==> src/rtl/tt_ctrl_seq.sv <==
// Mux control sequencer: on an accepted request, drives the timed select-reset and
// increment pulse train to reach the target project address, then restores ctrl_ena.
module tt_ctrl_seq #(
    parameter int ADDR_W = 10,
    parameter int T_HALF = 2,
    parameter int T_RST  = 4
) (
    input  logic              clk,
    input  logic              rst,
    input  logic              req_valid,
    input  logic [ADDR_W-1:0] req_addr,
    input  logic              req_ena,
    input  logic              req_full,
    output logic              req_ready,
    output logic              done,
    output logic [ADDR_W-1:0] cur_addr,
    output logic              cur_valid,
    output logic              ctrl_sel_rst_n,
    output logic              ctrl_sel_inc,
    output logic              ctrl_ena
);

    typedef enum logic [2:0] {IDLE, DIS, RST, GAP, INC_HI, INC_LO, FIN} state_t;

    localparam int TW = 16;
    localparam logic [TW-1:0] HALF_T = TW'(T_HALF - 1);
    localparam logic [TW-1:0] RST_T  = TW'(T_RST - 1);

    state_t            state_reg, state_next;
    logic [TW-1:0]     timer_reg, timer_next;
    logic [ADDR_W-1:0] cnt_reg, cnt_next;
    logic [ADDR_W-1:0] addr_reg, addr_next;
    logic              ena_lat_reg, ena_lat_next;
    logic              full_reg, full_next;

    logic              ready_reg, ready_next;
    logic              done_reg, done_next;
    logic [ADDR_W-1:0] cur_addr_reg, cur_addr_next;
    logic              cur_valid_reg, cur_valid_next;
    logic              rst_n_reg, rst_n_next;
    logic              inc_reg, inc_next;
    logic              ena_reg, ena_next;

    always_comb begin
        state_next   = state_reg;
        timer_next   = timer_reg;
        cnt_next     = cnt_reg;
        addr_next    = addr_reg;
        ena_lat_next = ena_lat_reg;
        full_next    = full_reg;

        case (state_reg)
            IDLE: begin
                if (req_valid) begin
                    addr_next    = req_addr;
                    ena_lat_next = req_ena;
                    // Forward moves from a known address skip the full reset.
                    if (cur_valid_reg && !req_full && req_addr >= cur_addr_reg) begin
                        full_next = 1'b0;
                        cnt_next  = req_addr - cur_addr_reg;
                    end else begin
                        full_next = 1'b1;
                        cnt_next  = req_addr;
                    end
                    state_next = DIS;
                    timer_next = HALF_T;
                end
            end
            DIS: begin
                if (timer_reg != '0) begin
                    timer_next = timer_reg - 1'b1;
                end else if (full_reg) begin
                    state_next = RST;
                    timer_next = RST_T;
                end else if (cnt_reg != '0) begin
                    state_next = INC_HI;
                    timer_next = HALF_T;
                end else begin
                    state_next = FIN;
                end
            end
            RST: begin
                if (timer_reg != '0) begin
                    timer_next = timer_reg - 1'b1;
                end else begin
                    state_next = GAP;
                    timer_next = HALF_T;
                end
            end
            GAP: begin
                if (timer_reg != '0) begin
                    timer_next = timer_reg - 1'b1;
                end else if (cnt_reg != '0) begin
                    state_next = INC_HI;
                    timer_next = HALF_T;
                end else begin
                    state_next = FIN;
                end
            end
            INC_HI: begin
                if (timer_reg != '0) begin
                    timer_next = timer_reg - 1'b1;
                end else begin
                    state_next = INC_LO;
                    timer_next = HALF_T;
                end
            end
            INC_LO: begin
                if (timer_reg != '0) begin
                    timer_next = timer_reg - 1'b1;
                end else begin
                    cnt_next = cnt_reg - 1'b1;
                    if (cnt_reg == ADDR_W'(1)) begin
                        state_next = FIN;
                    end else begin
                        state_next = INC_HI;
                        timer_next = HALF_T;
                    end
                end
            end
            FIN:     state_next = IDLE;
            default: state_next = IDLE;
        endcase
    end

    // Outputs are registered from the next state so they change on the state's first cycle.
    always_comb begin
        ready_next     = (state_next == IDLE);
        done_next      = (state_next == FIN);
        inc_next       = (state_next == INC_HI);
        rst_n_next     = rst_n_reg;
        ena_next       = ena_reg;
        cur_addr_next  = cur_addr_reg;
        cur_valid_next = cur_valid_reg;
        case (state_next)
            DIS:     ena_next   = 1'b0;
            RST:     rst_n_next = 1'b0;
            GAP:     rst_n_next = 1'b1;
            FIN: begin
                ena_next       = ena_lat_reg;
                cur_addr_next  = addr_reg;
                cur_valid_next = 1'b1;
            end
            default: ;
        endcase
    end

    always_ff @(posedge clk) begin
        if (rst) begin
            state_reg     <= IDLE;
            timer_reg     <= '0;
            cnt_reg       <= '0;
            addr_reg      <= '0;
            ena_lat_reg   <= 1'b0;
            full_reg      <= 1'b1;
            ready_reg     <= 1'b1;
            done_reg      <= 1'b0;
            cur_addr_reg  <= '0;
            cur_valid_reg <= 1'b0;
            rst_n_reg     <= 1'b0;
            inc_reg       <= 1'b0;
            ena_reg       <= 1'b0;
        end else begin
            state_reg     <= state_next;
            timer_reg     <= timer_next;
            cnt_reg       <= cnt_next;
            addr_reg      <= addr_next;
            ena_lat_reg   <= ena_lat_next;
            full_reg      <= full_next;
            ready_reg     <= ready_next;
            done_reg      <= done_next;
            cur_addr_reg  <= cur_addr_next;
            cur_valid_reg <= cur_valid_next;
            rst_n_reg     <= rst_n_next;
            inc_reg       <= inc_next;
            ena_reg       <= ena_next;
        end
    end

    assign req_ready      = ready_reg;
    assign done           = done_reg;
    assign cur_addr       = cur_addr_reg;
    assign cur_valid      = cur_valid_reg;
    assign ctrl_sel_rst_n = rst_n_reg;
    assign ctrl_sel_inc   = inc_reg;
    assign ctrl_ena       = ena_reg;

endmodule

==> config.mk <==
export PLATFORM = sky130hd
export DESIGN_NAME = tt_ctrl_seq
export DESIGN_NICKNAME = d
export VERILOG_FILES = /design/src/rtl/tt_ctrl_seq.sv
export SDC_FILE = /design/constraint.sdc
export NUM_CORES = 1
export LEC_CHECK = 0
export CORE_MARGIN = 1
export CORE_UTILIZATION = 42
export DETAILED_ROUTE_END_ITERATION = 10
export SLEW_MARGIN = 30
export SYNTH_ARGS = -nofsm -noshare
export SYNTH_HDL_FRONTEND = slang
export SYNTH_SLANG_ARGS = --single-unit
==> constraint.sdc <==
create_clock -name clk -period 8.67 [get_ports clk]
set_input_delay 1.734 -clock clk [delete_from_list [all_inputs] [get_ports clk]]
set_output_delay 1.734 -clock clk [all_outputs]
set_load 0.03 [all_outputs]
# [Word-level counts from Yosys, hierarchy flattened]
# Cells that the tools add are included.
# W data, S select, Z words.
[op_classes] reduce_logical=15 n_mux=26 order_cmp=1 eq_ne=14 n_addsub=3
[ops] cell="$mux W16" n=8
[ops] cell="$pmux W16 S5" n=1
[ops] cell="$mux W10" n=3
[ops] cell="$mux W3" n=7
[ops] cell="$pmux W10 S2" n=1
[ops] cell="$pmux W3 S6" n=1
[ops] cell="$reduce_bool A16 Y1" n=1
[ops] cell="$sub A16 B1 Y16 const B" n=1
[ops] cell="$eq A3 B2 Y1 const B" n=4
[ops] cell="$eq A3 B3 Y1 const B" n=4
[ops] cell="$eq A10 B1 Y1 const B" n=1
[ops] cell="$ge A10 B10 Y1" n=1
[ops] cell="$reduce_bool A10 Y1" n=1
[ops] cell="$sub A10 B1 Y10 const B" n=1
[ops] cell="$sub A10 B10 Y10" n=1
[ops] cell="$eq A3 B1 Y1 const B" n=2
[ops] cell="$logic_not A3 Y1" n=2
[ops] cell="$reduce_and A3 Y1" n=2
[ops] cell="$reduce_bool A2 Y1" n=3
[ops] cell="$reduce_bool A5 Y1" n=1
[ops] cell="$mux W2" n=2
[ops] cell="$ne A2 B2 Y1 const B" n=2
[ops] cell="$pmux W1 S2" n=2
[ops] cell="$ne A3 B3 Y1 const B" n=1
[ops] cell="5 further kinds" n=6
[totals] elab_cells=72 register_bits=57 in_bits=15 out_inout_bits=16

# [Longest topological paths before layout]
# Gate-level depths: netlist of run 1.
[depth] depth_word=7 mapped_depth=12 ltp_nobuf=11

# [Worst setup path after synthesis of run 1]
# Ideal clock, no wire load.
[synth_timing] path_type="input to register" from="input req_addr[0]" to="register cnt_reg[7]" stages=12 setup_time_ps=137 t_required_ps=8533 n_path_buf=1 path_slack_ps=4632 arrival_time_ps=3901 path_cell_list="inv_1 > ha_1 > inv_1 > fa_1 > a211oi_1 > nor2_1 > o31a_1 > o31ai_1 > a2111oi_4 > buf_4 > o31ai_1 > a31oi_1"
[synth_via] elab_chain_cells=5 word_cells_on_any_way=6 classes_between="add/sub (1); order compare (1); mux (3); reduce/logical (1)"
[synth_lines] item="start: declaration" line="11" source="input logic [ADDR_W-1:0] req_addr,"
[synth_lines] item="$ge A10 B10 Y1" line="58" source="if (cur_valid_reg && !req_full && req_addr >= cur_addr_reg) begin"
[synth_lines] item="$logic_and A1 B1 Y1" line="58"
[synth_lines] item="$mux W10 (*)" line="58"
[synth_lines] item="$mux W10 (*)" line="54" source="if (req_valid) begin"
[synth_lines] item="$pmux W10 S2 (*)" line="52" source="case (state_reg)"
[synth_lines] item="end signal: assignment" line="166" source="cnt_reg <= cnt_next;"
[synth_lines] item="end: declaration" line="31" source="logic [ADDR_W-1:0] cnt_reg, cnt_next;"
# Every way passes the cells marked *; elsewhere a longest branch is shown, timed or not. The select of a mux whose other input is x is not followed.
# A chain may end at the register's enable or synchronous reset.

# [Worst setup path in the final report of run 1]
[layout_timing] from="input req_addr[0]" to="register cnt_reg[1]"
# Same word-level chain as after synthesis.

==> key figures, run 1 <==
Outcome
  – Status: completed

Detailed routing
  – Iteration-0 DRC Markers: between 150 and 200
  – Vias per inst: 5.70
  – Final wirelength: around 8700 um
  – Post-route ant nets: 0
  – Via count: 3141
  – DR pass1 iterations: 5
  – Drt drc: 0
  – Avg WL per Cell: 15.8 um

Synthesis
  – Synth Register Bits: 57
  – Top FF cell, synth: dfxtp_1
  – Syn Inst Count: between 400 and 500
  – Warnings from Yosys: 0
  – Synthesized cell area: 3430 um^2
  – Syn Area/Cell: ~8 um^2
  – Top cell type's share of synthesized area: 33.3%
  – Synth area leaders: dfxtp_1 (33%), a21oi_1 (6.3%), nor2_1 (5.8%)
  – Async SR Flop Fraction: 0%
  – Post-synth cell types: 70
  – Post-Syn Nets: 450
  – Sequential-to-total area share from yosys stat: 33.3%
  – Post-synth top area cell: dfxtp_1
  – Number of synthesized flops with an enable pin: 0

Die
  – Core region area: 7810 um^2
  – Die H: between 90 and 100 um
  – Die width: roughly 92 um
  – Die area: approximately 8500 um^2
  – FP Rows: 32
  – Initial core utilization: a little over two fifths
  – Io pins: 31

Clock tree
  – Hold-fix buffers, CTS: 0
  – Clock Root Buffer: clkbuf_8
  – # Post-CTS Setup Buffers: 0
  – Worst skew pair latency: approximately 0.34 ns
  – CTS tree: done
  – Worst-path clk slew: ~0.070 ns
  – Clk sinks: 57
  – Post-cts sizing count: 0
  – CTS Buffer Depth: 2
  – Num CTS Buffers: 9
  – CTS H-tree depth: 3

GRT
  – Initial antenna violation count: 0
  – First-pass GRT wire length: between 10000 and 15000 um
  – Grt ovf: 0
  – Largest net degree at the start of global routing: 29
  – Vias in the first global route: roughly 2900
  – GRT Resource Usage Total: a little over a fifth

Finish
  – Fin nets: 474
  – Final Core Density: around 52%
  – Fill count: 766
  – Ant diodes: 0
  – Register area: 1140 um^2
  – Area growth, synth to finish: 18.4%
  – Share of cells above drive strength 1: 8.02%
  – Max reg flops: 16
  – Final Instance Area: 4060 um^2
  – Multi-input gate area: 2150 um^2

STA
  – Final Setup Violations: 0
  – Minimum clock period: around 4.5 ns
  – Fmax: about 0.22 GHz
  – Slew margin rel.: 46.8%
  – Final Slew Violations: 0
  – Hold Violations, Final: 0
  – RSZ-0062 raised after global routing: no
  – Sum Neg Setup Slack: 0 ns
  – Worst slew pin tran: between 0.7 and 0.8 ns
  – Clock skew: 0.00589 ns
  – Fin crit share: slightly above 50%

Setup path
  – Top delay family on crit path: compound AO/OA/AOI/OAI gates
  – CP arrival: about 4.7 ns
  – Critical path launch point type: input pin
  – Crit path cell chain: clkdlybuf4s50_1 -> inv_1 -> ha_1 -> inv_1 -> fa_1 -> a211oi_1 -> nor2_1 -> o31a_1 -> o31ai_1 -> a2111oi_4 -> buf_4 -> mux2i_1 -> a211oi_1
  – Worst path slowest cell: clkdlybuf4s50_1
  – Bufs and invs on worst path: 4
  – Critical path type: input pin to register
  – CP required: around 9 ns
  – Endpoint class of the critical path: register
  – Crit path max fanout: 8
  – R2R setup slack: around 5.7 ns
  – Slowest stage delay, CP: 0.46 ns

Placed design
  – GP Congestion: 0.868
  – Placed Instance Area: between 3000 and 4000 um^2
  – Post-detail-place hpwl: roughly 6000 um
  – Port-buffer cells: 30

Min path
  – Worst hold path type: register to register

Power
  – Worst VDD drop: about 0.17 mV
  – Leak: between 1.5 and 2 nW
  – Pwr Total: 0.00155 W
  – Pwr dens: 382 nW/um^2

Flow run
  – Max Cap Violations: 0
[area by class of cell]
type	instances	share of cell area [%]
multi-input cells	325	52.9
flip-flops and latches	57	28.1
repair buffers	32	8.14
clock buffers	10	3.39
well taps	102	3.14
clock inverters	6	2.59
inverters	19	1.76
[cell usage after synthesis, types with 4 or more instances]
| cell | n |
|---|---|
| dfxtp_1 | 57 |
| nor2_1 | 53 |
| a21oi_1 | 43 |
| nand2_1 | 39 |
| inv_1 | 19 |
| mux2i_1 | 19 |
| nor3_1 | 18 |
| o21ai_0 | 18 |
| clkbuf_1 | 15 |
| ha_1 | 14 |
| xnor2_1 | 8 |
| a31oi_1 | 7 |
| a211oi_1 | 5 |
| and3_1 | 5 |
| nand2b_1 | 5 |
| o31ai_1 | 5 |
| or3_1 | 5 |
| a21o_1 | 4 |
| a311oi_1 | 4 |
| and2_1 | 4 |
| nand3_1 | 4 |
| o21a_1 | 4 |
[power by group]
group          switching [W]  internal, W  leakage (nW)  total, W
combinational       0.000533     0.000301         0.962  0.000835
clock               0.000114     0.000197         0.126  0.000311
sequential         0.0000792     0.000328         0.465  0.000407
total               0.000726     0.000827          1.55   0.00155
[tightest hold or removal path, stage by stage, from the launching register on]
cell     delay, ns
dfxtp_1       0.31
nand2_1       0.05
a21oi_1       0.05
[cell families after synthesis]
family / share of synthesized area, %
and+or+nand+nor: 25.7
adders and majority gates: 5.69
xor gates and xnor gates: 2.55
AOI/OAI and AO/OA: 22.7
muxes: 5.55
DFF: 33.3
buffers and inverters: 4.45
[cells in the final DEF, fill, tap and decap left out, types with 4 or more instances in the layout]
master,n
dfxtp_1,57
nor2_1,53
a21oi_1,43
nand2_1,39
clkdlybuf4s50_1,29
inv_1,19
mux2i_1,19
nor3_1,18
o21ai_0,18
ha_1,14
clkbuf_8,10
xnor2_1,8
a31oi_1,7
a211oi_1,5
o31ai_1,5
and3_1,5
nand2b_1,5
or3_1,5
o21a_1,4
nand3_1,4
a21o_1,4
a311oi_1,4
[stage by stage]
step	instances	worst slack, ns	hold WS, ns
2_1_floorplan	420	4.63	0.436
3_3_place_gp	533	3.87	0.442
3_5_place_dp	534	3.80	0.447
4_1_cts	550	4.07	0.456
5_1_grt	551	4.05	0.481
6_report	551	4.20	0.454
[layer usage]
| layer | up-vias | global-route usage (%) | part of all wire (%) |
|---|---|---|---|
| met1 | 1492 | 30.0 | 49 |
| met3 | 7 | 3.28 | 3.8 |
| met5 | - | 0 | 0 |
| met2 | 62 | 34.6 | 46 |
| li1 | 1580 | - | - |
| met4 | 0 | 8.72 | 1.2 |
[path summary, 6_finish.rpt]
check | start | endpoint | depth (start not counted)
min reg2reg | addr_reg[8]$_SDFFE_PP0P_ | addr_reg[8]$_SDFFE_PP0P_ | 2
max reg2reg | cur_addr[0]$_SDFFE_PP0N_ | cnt_reg[1]$_SDFFE_PP0P_ | 11
min | addr_reg[8]$_SDFFE_PP0P_ | addr_reg[8]$_SDFFE_PP0P_ | 2
max | req_addr[0] | cnt_reg[1]$_SDFFE_PP0P_ | 13
No activity file was read; power rests on OpenSTA's default activity.
==> run 2: changes to the inputs <==
==> constraint.sdc (replaced) <==
create_clock -name clk -period 3.9 [get_ports clk]
set_input_delay 0.78 -clock clk [delete_from_list [all_inputs] [get_ports clk]]
set_output_delay 0.78 -clock clk [all_outputs]
set_load 0.03 [all_outputs]
==> run 2 against run 1 <==
Routed wire length up 0.17%. Cell count up 0.73%. Critical endpoint unchanged. Utilization down 0.51 points.
==> key figures, run 2 (synthesis gave the netlist of run 1 again) <==
STA
  – Final Setup Violations: 0 (unchanged)
  – Hold Violations, Final: 0 (unchanged)
  – Final Slew Violations: 0 (unchanged)
  – Clock skew: 0.0111 ns (+0.00524 ns)
  – RSZ-0062 raised after global routing: no
  – Worst slew pin tran: 0.821 ns (+0.0256 ns)
  – Fin crit share: 87.4%
  – Minimum clock period: 3.41 ns
  – Slew margin rel.: 44.9% (-1.9 points)
  – Hold slack: 0.453 ns (-0.000704 ns)
  – Fmax: 0.293 GHz
  – Sum Neg Setup Slack: 0 ns (unchanged)

Flow run
  – Max Cap Violations: 0 (unchanged)

Finish
  – Fin nets: 479 (+1.1%)
  – Commonest cells after routing, fill and taps aside: dfxtp_1 (57), nor2_1 (53), a21oi_1 (43), nand2_1 (39), clkdlybuf4s50_1 (29)
  – Commonest non-fill, non-tap cell in the layout: dfxtp_1
  – Final Core Density: 51.5% (-0.51 points)
  – Area growth, synth to finish: 17.3%
  – Share of cells above drive strength 1: 8.39% (+0.37 points)
  – Max reg flops: 16 (unchanged)
  – Ant diodes: 0 (unchanged)
  – Final Instance Area: 4020 um^2 (-0.99%)

Clock tree
  – Post-cts sizing count: 0 (unchanged)
  – Clk sinks: 57 (unchanged)
  – Hold-fix buffers, CTS: 0 (unchanged)
  – Worst skew pair latency: 0.35 ns (about the same)
  – # Post-CTS Setup Buffers: 0 (unchanged)
  – CTS Buffer Depth: 2 (unchanged)
  – Num CTS Buffers: 9 (unchanged)
  – CTS tree: done
  – Worst-path clk slew: 0.06 ns (about the same)
  – Clock Root Buffer: clkbuf_8
  – CTS H-tree depth: 3 (unchanged)

Setup path
  – FF-to-FF Start: cur_addr[0]$_SDFFE_PP0N_
  – Critical path type: input pin to register
  – CP arrival: 3.66 ns (-1.07 ns)
  – Critical path launch point type: input pin
  – CP Launch Point: req_addr[0]
  – R2R setup slack: 1.00 ns (-4.73 ns)
  – CP required: 4.15 ns (-4.78 ns)
  – Reg2Reg Depth: 11 (unchanged)
  – Endpoint class of the critical path: register
  – Setup crit end: cnt_reg[1]$_SDFFE_PP0P_
  – Crit path max fanout: 10 (+2)
  – Worst r2r dst: cnt_reg[1]$_SDFFE_PP0P_

Detailed routing
  – Post-route ant nets: 0 (unchanged)
  – DR pass1 iterations: 5 (unchanged)
  – Via count: 3140 (-0.032%)
  – Avg WL per Cell: 15.8 um (-0.55%)
  – Drt drc: 0 (unchanged)
  – Final wirelength: 8740 um (+0.17%)
  – Vias per inst: 5.66 (-0.75%)
  – Iteration-0 DRC Markers: 176 (-1.7%)

Placed design
  – Port-buffer cells: 30 (unchanged)
  – Placed Instance Area: 3810 um^2 (+0.46%)
  – GP Congestion: 0.853 (-1.7%)
  – Post-detail-place hpwl: 6150 um (+0.41%)

GRT
  – Grt ovf: 0 (unchanged)
  – GRT met1 Usage: 31.2% (+1.1 points)
  – Largest net degree at the start of global routing: 54 (+86%)
  – Met2 usage: 33.7% (-0.93 points)
  – Met3 Use GR: 4.52% (+1.2 points)
  – GRT Resource Usage Total: 22.4% (+0.42 points)
  – Vias in the first global route: 2967 (+1.9%)
  – Initial antenna violation count: 0 (unchanged)
  – First-pass GRT wire length: 15000 um (+1.7%)
  – Busiest grt layer: met2

Min path
  – Worst hold path type: register to register

Die
  – Die area: 8530 um^2 (unchanged)
  – FP Rows: 32 (unchanged)
  – Die width: 92.3 um (unchanged)
  – Io pins: 31 (unchanged)
  – Die H: 92.3 um (unchanged)
  – Core region area: 7810 um^2 (unchanged)
  – Initial core utilization: 43.9% (unchanged)

Power
  – Pwr dens: 840 nW/um^2 (+120%)
  – Leak: 1.54 nW (-0.56%)
  – Worst VDD drop: 0.453 mV (+170%)

Outcome
  – Status: completed
==> run 2: worst max-delay path, cell delays in order <==
cell and delay, ns:
clkdlybuf4s50_1 0.42, inv_1 0.08, ha_1 0.17, inv_1 0.06
fa_1 0.38, a211oi_1 0.24, nor2_1 0.10, o31a_1 0.28
o31ai_1 0.38, a2111oi_4 0.20, buf_4 0.22, mux2i_1 0.12
a211oi_1 0.23
==> run 2: per-stage QoR <==
stage          setup WS [ns]  instances  total power, W
2_1_floorplan          0.816        420         0.00229
3_3_place_gp           0.159        539         0.00277
3_5_place_dp           0.101        539         0.00278
4_1_cts                0.438        554         0.00336
5_1_grt                0.243        555         0.00366
6_report               0.493        555         0.00338
==> run 2: worst min-delay path by stage <==
stage,from,end,slack (ns),cells after the start
finish,addr_reg[1]$_SDFFE_PP0P_,addr_reg[1]$_SDFFE_PP0P_,0.45,2
global route,addr_reg[9]$_SDFFE_PP0P_,addr_reg[9]$_SDFFE_PP0P_,0.47,2
CTS,addr_reg[9]$_SDFFE_PP0P_,addr_reg[9]$_SDFFE_PP0P_,0.46,2
detailed placement,addr_reg[9]$_SDFFE_PP0P_,addr_reg[9]$_SDFFE_PP0P_,0.45,2
global placement,addr_reg[9]$_SDFFE_PP0P_,addr_reg[9]$_SDFFE_PP0P_,0.44,2
floorplan,addr_reg[0]$_SDFFE_PP0P_,addr_reg[0]$_SDFFE_PP0P_,0.44,2
==> run 2: cell type report <==
cell class | instances | area (um^2)
clock inverter | 3 | 40.0
multi-input combinational | 325 | 2130
tap | 102 | 128
clock buffer | 12 | 155
inverter | 19 | 71.3
timing repair buffer | 37 | 350
fill | 762 | 3790
sequential | 57 | 1140
==> run 2: report_power, final <==
group | switching, W | internal, W
clock network | 0.000240 | 0.000324
registers | 0.000177 | 0.000729
logic | 0.00120 | 0.000702
==> run 2: layer usage <==
metal	part of all wire [%]	wire [um]	vias to the layer above
li1	-	-	1577
met2	44	3810	62
met4	1.8	155	0
met3	4.1	360	14
met1	51	4420	1487
met5	0	0	-
==> run 3: changes to the inputs <==
--- a/config.mk
+++ b/config.mk
@@ -8,6 +8,7 @@
 export CORE_MARGIN = 1
 export CORE_UTILIZATION = 42
 export DETAILED_ROUTE_END_ITERATION = 10
+export RECOVER_POWER = 50
 export SLEW_MARGIN = 30
 export SYNTH_ARGS = -nofsm -noshare
 export SYNTH_HDL_FRONTEND = slang
==> run 3 against run 2 <==
Hold slack about the same. Highest routed layer unchanged. Die area stayed put. Cell count did not move.
==> key figures, run 3 (synthesis gave the netlist of run 1 again) <==
Outcome
  – Status: completed

STA
  – Fin crit share: 88.0% (+0.67 points)
  – RSZ-0062 raised after global routing: no
  – Hold Violations, Final: 0 (unchanged)
  – Sum Neg Setup Slack: 0 ns (unchanged)
  – Fmax: 0.291 GHz (-0.76%)
  – Final worst slack: 0.466 ns (-0.0262 ns)
  – Minimum clock period: 3.43 ns (+0.0262 ns)
  – Slew margin rel.: 16.9% (-28 points)
  – Final Setup Violations: 0 (unchanged)
  – Worst slew pin tran: 1.23 ns (+0.412 ns)
  – Final Slew Violations: 0 (unchanged)
  – Clock skew: 0.0107 ns (-0.000384 ns)

Power
  – Clock network fraction of total power: 16.9% (+0.2 points)
  – Flop pwr share: 27.1% (+0.3 points)
  – Logic pwr share: 56.0% (-0.5 points)
  – P_int: 0.00174 W (-1.0%)
  – Net Sw Power: 0.00160 W (-1.5%)
  – Pwr dens: 836 nW/um^2 (-0.49%)
  – Leak: 1.58 nW (+2.4%)
  – Worst VDD drop: 0.439 mV (-3.1%)
  – Sw frac: 47.9% (-0.12 points)

Setup path
  – Top delay family on crit path: compound AO/OA/AOI/OAI gates
  – Most common cell on crit path: inv_1
  – Crit path cell chain: clkdlybuf4s50_1 -> inv_1 -> ha_1 -> inv_1 -> fa_1 -> a211oi_1 -> nor2_1 -> o31a_1 -> o31ai_1 -> a2111oi_4 -> buf_4 -> o311ai_1 -> a31oi_1
  – CP arrival: 3.62 ns (-0.04 ns)
  – Worst path slowest cell: clkdlybuf4s50_1
  – CP required: 4.08 ns (-0.07 ns)
  – Critical path type: input pin to register
  – Slowest stage delay, CP: 0.42 ns (about the same)
  – Endpoint class of the critical path: register
  – Critical path launch point type: input pin
  – Crit path max fanout: 10 (unchanged)
  – Bufs and invs on worst path: 4 (unchanged)

Clock tree
  – CTS tree: done
  – # Post-CTS Setup Buffers: 0 (unchanged)
  – CTS Buffer Depth: 2 (unchanged)
  – Clk sinks: 57 (unchanged)
  – Post-cts sizing count: 0 (unchanged)
  – Clock Root Buffer: clkbuf_8
  – CTS H-tree depth: 3 (unchanged)
  – Worst skew pair latency: 0.35 ns (about the same)
  – Num CTS Buffers: 9 (unchanged)
  – Worst-path clk slew: 0.07 ns (about the same)
  – Hold-fix buffers, CTS: 0 (unchanged)

Detailed routing
  – Iteration-0 DRC Markers: 197 (+12%)
  – Post-route ant nets: 0 (unchanged)
  – Avg WL per Cell: 15.8 um (about the same)
  – Via count: 3173 (+1.1%)
  – Final wirelength: 8750 um (about the same)
  – Drt drc: 0 (unchanged)
  – Vias per inst: 5.72 (+1.1%)
  – DR pass1 iterations: 6 (+1)

GRT
  – GRT Resource Usage Total: 22.4% (unchanged)
  – First-pass GRT wire length: 15000 um (unchanged)
  – Largest net degree at the start of global routing: 54 (unchanged)
  – Initial antenna violation count: 0 (unchanged)
  – Vias in the first global route: 2967 (unchanged)
  – Grt ovf: 0 (unchanged)

Placed design
  – GP Congestion: 0.853 (unchanged)
  – Dpl cells: 539 (unchanged)
  – Port-buffer cells: 30 (unchanged)
  – Placed Instance Area: 3810 um^2 (unchanged)
  – Post-detail-place hpwl: 6150 um (unchanged)
  – Place WS: 0.101 ns (unchanged)

Die
  – Die width: 92.3 um (unchanged)
  – Core region area: 7810 um^2 (unchanged)
  – Die area: 8530 um^2 (unchanged)
  – Initial core utilization: 43.9% (unchanged)
  – Io pins: 31 (unchanged)
  – FP Rows: 32 (unchanged)
  – Die H: 92.3 um (unchanged)

Finish
  – Max reg flops: 16 (unchanged)
  – Commonest cells after routing, fill and taps aside: dfxtp_1 (57), nor2_1 (53), a21oi_1 (43), nand2_1 (40)
  – Area growth, synth to finish: 16.4%
  – Fin nets: 479 (unchanged)
  – Final Instance Area: 3990 um^2 (-0.75%)
  – Fill count: 764 (+0.26%)
  – Share of cells above drive strength 1: 7.28% (-1.1 points)
  – Ant diodes: 0 (unchanged)
  – Final non-filler cell total: 555 (unchanged)
  – Commonest non-fill, non-tap cell in the layout: dfxtp_1

Flow run
  – Max Cap Violations: 0 (unchanged)

Min path
  – Worst hold path type: register to register
==> run 3: worst paths after layout <==
check | from | end | slack [ns] | depth (start not counted)
worst max-delay path | req_addr[0] | cnt_reg[0]$_SDFFE_PP0P_ | 0.47 | 13
worst min-delay path | addr_reg[1]$_SDFFE_PP0P_ | addr_reg[1]$_SDFFE_PP0P_ | 0.45 | 2
worst max register to register | timer_reg[1]$_SDFFE_PP0P_ | ctrl_ena$_SDFFE_PP0P_ | 0.54 | 10
worst min register to register | addr_reg[1]$_SDFFE_PP0P_ | addr_reg[1]$_SDFFE_PP0P_ | 0.45 | 2
==> run 3: cell type report <==
cell class | instances | area, um^2 | share of cell area, %
Multi-Input combinational cell | 325 | 2110 | 52.8
Timing Repair Buffer | 37 | 347 | 8.69
Inverter | 19 | 71.3 | 1.79
Clock inverter | 3 | 40.0 | 1.00
Tap cell | 102 | 128 | 3.20
Clock buffer | 12 | 155 | 3.89
Sequential cell | 57 | 1140 | 28.6
==> run 3: tightest hold or removal path, delay by kind of cell (launching register included) <==
kind / cells / cell delay [ns]
AO/OA/AOI/OAI: 1 / 0.05
flip-flops: 1 / 0.31
AND/OR/NAND/NOR: 1 / 0.05
==> run 3: routing by layer <==
| metal | GRT usage [%] | part of all wire [%] |
|---|---|---|
| met5 | 0 | 0 |
| met4 | 8.85 | 1.9 |
| met3 | 4.52 | 3.6 |
| met2 | 33.7 | 44 |
| met1 | 31.2 | 51 |
==> run 3: per-stage QoR <==
stage	total power [W]	hold WS (ns)	util (%)
final	0.00333	0.453	51.1
after global routing	0.00362	0.474	51.1
after CTS	0.00336	0.455	51.4
after detailed placement	0.00278	0.447	48.9
after global placement	0.00277	0.442	48.9
after floorplan	0.00229	0.436	-
==> run 3: power by group through the flow <==
stage | Combinational, W | Clock [W] | Sequential, W
2_1_floorplan | 0.00143 | 0 | 0.000862
6_report | 0.00187 | 0.000564 | 0.000904
5_1_grt | 0.00209 | 0.000605 | 0.000929
4_1_cts | 0.00188 | 0.000571 | 0.000902
3_5_place_dp | 0.00187 | 0 | 0.000913
3_3_place_gp | 0.00186 | 0 | 0.000910
